**config.mk**
```make
export PLATFORM = sky130hd
export DESIGN_NAME = chu_sseg_core
export DESIGN_NICKNAME = d
export VERILOG_FILES = /design/src/rtl/chu_sseg_core.sv
export SDC_FILE = /design/constraint.sdc
export NUM_CORES = 1
export LEC_CHECK = 0
export ABC_AREA = 1
export CAP_MARGIN = 30
export CORE_MARGIN = 1.5
export CORE_UTILIZATION = 59
export CTS_CLUSTER_SIZE = 16
export DETAILED_ROUTE_END_ITERATION = 10
export PLACE_DENSITY = 0.85
export SYNTH_ARGS = -nofsm -noshare
export SYNTH_HDL_FRONTEND = slang
export SYNTH_SLANG_ARGS = --single-unit
```
**constraint.sdc**
```tcl
create_clock -name clk -period 3 [get_ports clk]
set_input_delay 0.3 -clock clk [delete_from_list [all_inputs] [get_ports clk]]
set_output_delay 0.3 -clock clk [all_outputs]
set_load 0.02 [all_outputs]
```
**src/rtl/chu_sseg_core.sv**
```systemverilog
// Eight-digit, active-low seven-segment display MMIO slot core.
// Digits are time-multiplexed by a free-running scan counter (slice/phase/digit/frame)
// and dimmed with a 16-level PWM gated by the phase counter.
// Optional hex decoding of digit bytes is enabled by defining SSEG_HEX_DECODE_EN.
module chu_sseg_core #(
  parameter int unsigned DIGIT_TICKS = 100000
) (
  input  logic        clk,
  input  logic        reset,
  input  logic        cs,
  input  logic        read,
  input  logic        write,
  input  logic [4:0]  addr,
  input  logic [31:0] wr_data,
  output logic [31:0] rd_data,
  output logic [7:0]  sseg,
  output logic [7:0]  an
);

  localparam int unsigned SliceTicks = DIGIT_TICKS / 16;
  localparam int unsigned SliceW     = (SliceTicks > 1) ? $clog2(SliceTicks) : 1;
  localparam logic [SliceW-1:0] SliceMax = SliceW'(SliceTicks - 1);

  // Register file
  logic [31:0] data_lo_q, data_hi_q;
  logic [7:0]  mask_q;
  logic [3:0]  bright_q;
  logic        hex_en;

  // Scan counters
  logic [SliceW-1:0] slice_q, slice_d;
  logic [3:0]        phase_q, phase_d;
  logic [2:0]        digit_q, digit_d;
  logic [15:0]       frame_q, frame_d;

  logic [7:0] an_d, sseg_d;
  logic       wr_en;
  logic       unused_bits;

  assign wr_en       = cs & write;
  // Strobe and non-register write bits carry no function here.
  assign unused_bits = ^{read, wr_data};

`ifdef SSEG_HEX_DECODE_EN
  logic hex_q;
  assign hex_en = hex_q;

  // Hex digit to active-low {g,f,e,d,c,b,a}
  function automatic logic [6:0] hex7(input logic [3:0] v);
    unique case (v)
      4'h0: hex7 = 7'h40;
      4'h1: hex7 = 7'h79;
      4'h2: hex7 = 7'h24;
      4'h3: hex7 = 7'h30;
      4'h4: hex7 = 7'h19;
      4'h5: hex7 = 7'h12;
      4'h6: hex7 = 7'h02;
      4'h7: hex7 = 7'h78;
      4'h8: hex7 = 7'h00;
      4'h9: hex7 = 7'h10;
      4'hA: hex7 = 7'h08;
      4'hB: hex7 = 7'h03;
      4'hC: hex7 = 7'h46;
      4'hD: hex7 = 7'h21;
      4'hE: hex7 = 7'h06;
      default: hex7 = 7'h0E;
    endcase
  endfunction
`else
  assign hex_en = 1'b0;
`endif

  // Register writes; CTRL fields are split into their own flops
  always_ff @(posedge clk) begin
    if (!reset) begin
      data_lo_q <= 32'hFFFF_FFFF;
      data_hi_q <= 32'hFFFF_FFFF;
      mask_q    <= 8'hFF;
      bright_q  <= 4'hF;
`ifdef SSEG_HEX_DECODE_EN
      hex_q     <= 1'b0;
`endif
    end else if (wr_en) begin
      case (addr)
        5'd0: data_lo_q <= wr_data;
        5'd1: data_hi_q <= wr_data;
        5'd2: begin
          mask_q   <= wr_data[7:0];
          bright_q <= wr_data[11:8];
`ifdef SSEG_HEX_DECODE_EN
          hex_q    <= wr_data[16];
`endif
        end
        default: ;
      endcase
    end
  end

  // Combinational read mux; reads have no side effects
  always_comb begin
    rd_data = 32'h0;
    case (addr)
      5'd0: rd_data = data_lo_q;
      5'd1: rd_data = data_hi_q;
      5'd2: rd_data = {15'h0, hex_en, 4'h0, bright_q, mask_q};
      5'd3: rd_data = {frame_q, 13'h0, digit_q};
      default: rd_data = 32'h0;
    endcase
  end

  // Scan counter next state: slice -> phase -> digit -> frame carry chain
  always_comb begin
    slice_d = slice_q + 1'b1;
    phase_d = phase_q;
    digit_d = digit_q;
    frame_d = frame_q;
    if (slice_q == SliceMax) begin
      slice_d = '0;
      phase_d = phase_q + 4'd1;
      if (phase_q == 4'hF) begin
        digit_d = digit_q + 3'd1;
        if (digit_q == 3'd7) frame_d = frame_q + 16'd1;
      end
    end
  end

  // Scan counter registers
  always_ff @(posedge clk) begin
    if (!reset) begin
      slice_q <= '0;
      phase_q <= '0;
      digit_q <= '0;
      frame_q <= '0;
    end else begin
      slice_q <= slice_d;
      phase_q <= phase_d;
      digit_q <= digit_d;
      frame_q <= frame_d;
    end
  end

  // Output select: current digit lit only while enabled and within the PWM on-window
  always_comb begin
    logic [63:0] all_data;
    logic [7:0]  pat;
    all_data = {data_hi_q, data_lo_q};
    pat      = all_data[{digit_q, 3'b000} +: 8];
    an_d     = 8'hFF;
    sseg_d   = 8'hFF;
    if (mask_q[digit_q] && (phase_q <= bright_q)) begin
      an_d   = ~(8'h01 << digit_q);
      sseg_d = pat;
`ifdef SSEG_HEX_DECODE_EN
      if (hex_en) sseg_d = {~pat[7], hex7(pat[3:0])};
`endif
    end
  end

  // Output register; an and sseg always update on the same edge
  always_ff @(posedge clk) begin
    if (!reset) begin
      an   <= 8'hFF;
      sseg <= 8'hFF;
    end else begin
      an   <= an_d;
      sseg <= sseg_d;
    end
  end

endmodule

```
==> impl_metrics.json <==
{
  "start_util_pct": 60.3,
  "syn-num-nets": 981,
  "grt_max_degree": 77,
  "cts-buffers-inserted": 17,
  "worst-r2r-cell-count": 8,
  "drv_slew": 0,
  "crit_path_end_kind": "output pin",
  "yosys.area_share.xor_xnor_pct": 1.07,
  "syn_avg_cell_area_um2": 7.07,
  "status": "finished clean",
  "fin_hold_ws_ns": 0.0858,
  "drcViolationCount": 0,
  "drtIter0Drc": 637,
  "hold_path.class": "in2reg",
  "slew_headroom_pct": 47.8,
  "crit_fanout": 15,
  "fin_crit_ns": 2.73,
  "hold_end": "an[6]$_SDFF_PN1_",
  "cts_setup_buffers": 0,
  "dp_slack_ns": 0.304,
  "worst_slack_ns": 0.271,
  "dp_cells": 1119,
  "p_leak_nw": 3.49,
  "yosys.area_share.simple_pct": 31.0,
  "vdd.ir_drop.worst_uv": 459,
  "hold_buffers": 0,
  "nFillCells": 877,
  "netlist_area_um2": 6540,
  "rows": 38,
  "clockBufferDepth": 2,
  "mostFrequentLayoutCells": "297 x nand2_1, 128 x dfxtp_1, 87 x clkdlybuf4s50_1",
  "num_antenna_cells": 0,
  "pin_count": 90,
  "reg2reg_slack_ns": 0.69,
  "rr_startpoint": "digit_q[0]$_SDFFE_PN0P_",
  "cts_resized": 0,
  "hpwl_um": 12700,
  "via_per_inst": 5.75,
  "final_common_cell": "nand2_1",
  "fmax_mhz": 366,
  "synth_mux_area_share_pct": 0,
  "synth-seq-cells": 128,
  "grt_pass1_wl_um": 30000,
  "dieArea_um2": 11700,
  "clockRootBuffer": "clkbuf_8",
  "grt.overflow.total": 0,
  "track_usage_pct": 33.2,
  "numClockSinks": 128,
  "r2r_end": "an[7]$_SDFF_PN1_",
  "gp_congestion": 0.948,
  "start_kind": "primary input",
  "port_buffers": 88,
  "hold_viol_final": 0,
  "drive_gt1_share_pct": 7.62,
  "rsz0062_at_grt": "false",
  "max_cap_violations": 0,
  "async_flop_share_pct": 0,
  "cts_tree": "yes",
  "holdCritStartpoint": "reset",
  "syn_inst": 925,
  "synth_top_family_by_area": "simple AND/OR/NAND/NOR gates",
  "p_per_area_nw_per_um2": 513,
  "cp.required_ns": 2.70,
  "critPathKind": "in2out",
  "vias": 6618,
  "wl_per_cell_um": 16.2,
  "fin_cells": 1151,
  "core_area_um2": 10800,
  "ctsHtreeMaxLevel": 4,
  "power_mw": 4.14,
  "drtPass1Iterations": 9,
  "synth_cell_types": 35,
  "path_clk_slew_ns": 0.06,
  "fin_crit_sh_pct": 91.0,
  "grt_pass1_vias": 6182,
  "fin_setup_tns_ns": 0,
  "fp.dieW_um": 108,
  "final_antenna_net_count": 0,
  "synth_edf_count": 0,
  "clock_latency_ns": 0.53,
  "synth_seq_area_share_pct": 39.2,
  "drt-total-wl_um": 18700,
  "antenna_found_initial": 0,
  "synth_compound_area_share_pct": 16.6,
  "ys_warn_count": 0,
  "die_h_um": 108,
  "fin_nets": 1054,
  "synth_flop_cell": "dfxtp_1",
  "hold_path_depth": 2,
  "worst_ep_arrival_time_ns": 2.43,
  "finalSetupViolCount": 0,
  "fin_skew_ns": 0.0110,
  "synth-adder-area-share_pct": 2.68,
  "worstMarginPinSlew_ns": 0.783,
  "area_growth_pct": 23.4
}
## area by class of cell
class	count	area, um2	area share, %
multi-input combinational	653	3360	41.7
timing repair buffer	102	981	12.2
sequential	128	2560	31.7
clock inverter	9	154	1.91
clock buffer	23	477	5.91
tap	140	175	2.17
inverter	96	360	4.46
## kinds of logic after synthesis
family / Yosys count
xor gates and xnor gates: 8
DFF: 128
AOI/OAI and AO/OA: 175
and+or+nand+nor: 456
buffers and inverters: 144
adders and majority gates: 14
## cells in the mapped netlist (2+ instances only)
master	count	area share, %
buf_6	4	0.69
nor3_2	2	0.31
buf_1	4	0.23
xnor2_1	2	0.27
o221ai_1	17	2.3
o211ai_1	48	5.5
nand3_4	5	1.3
a21oi_1	46	3.5
nor2_1	56	3.2
nor3b_1	2	0.23
nor2_8	3	0.92
inv_1	83	4.8
or2_0	2	0.19
nand2_1	297	17
o2111ai_1	3	0.40
o21ai_0	54	4.1
nand4_1	16	1.5
buf_2	17	1.3
nor2_4	5	0.86
o21a_1	2	0.23
clkbuf_1	15	0.86
ha_1	14	2.7
clkinv_1	2	0.11
nor2_2	4	0.38
inv_2	11	0.63
buf_4	7	0.80
xor2_1	6	0.80
nand3_1	58	4.4
o22ai_1	5	0.48
nor3_1	3	0.23
dfxtp_1	128	39
## report_power, final
part,leakage [nW],total (mW),internal [mW],switching [mW]
Sequential,1.04,1.72,1.71,0.00827
Clock,0.304,2.20,1.44,0.761
Combinational,2.15,0.219,0.0990,0.120
## registers in the layout, summed over array words and instances (netlist names)
name and flops:
sseg 8, data_lo_q 32, phase_q 4, data_hi_q 32, frame_q 16, an 8
mask_q 8, bright_q 4, slice_q 13, digit_q 3
## per-stage QoR
step | cell area (um2) | util [%]
finish | 8070 | 74.5
floorplan | 6540 | -
CTS | 8070 | 74.5
global placement | 7440 | 68.6
detailed placement | 7440 | 68.6
global route | 8070 | 74.5
## worst max-delay path, stage by stage
cell             delay, ns
clkdlybuf4s50_1       0.44
nor2_2                0.20
nand3_4               0.11
inv_1                 0.39
nand2_1               0.10
o2111ai_1             0.21
clkdlybuf4s50_1       0.68
## how the worst max path moves through the flow
stage,startpoint,end,slack [ns],cells past startpoint
after floorplan,addr[1],rd_data[0],1.43,4
after global placement,addr[1],rd_data[1],0.36,6
after detailed placement,addr[1],rd_data[0],0.30,7
after CTS,addr[1],rd_data[0],0.30,7
after global routing,addr[1],rd_data[0],0.18,7
final,addr[1],rd_data[0],0.27,7
## per-layer routing
layer	vias to the layer above	part of all wire (%)	GRT usage, %
li1	3198	-	-
met1	3018	40	42.2
met2	344	48	54.9
met3	58	8.4	6.03
met4	0	3.4	15.0
met5	-	0	0
(Power assumes the default switching activity.)
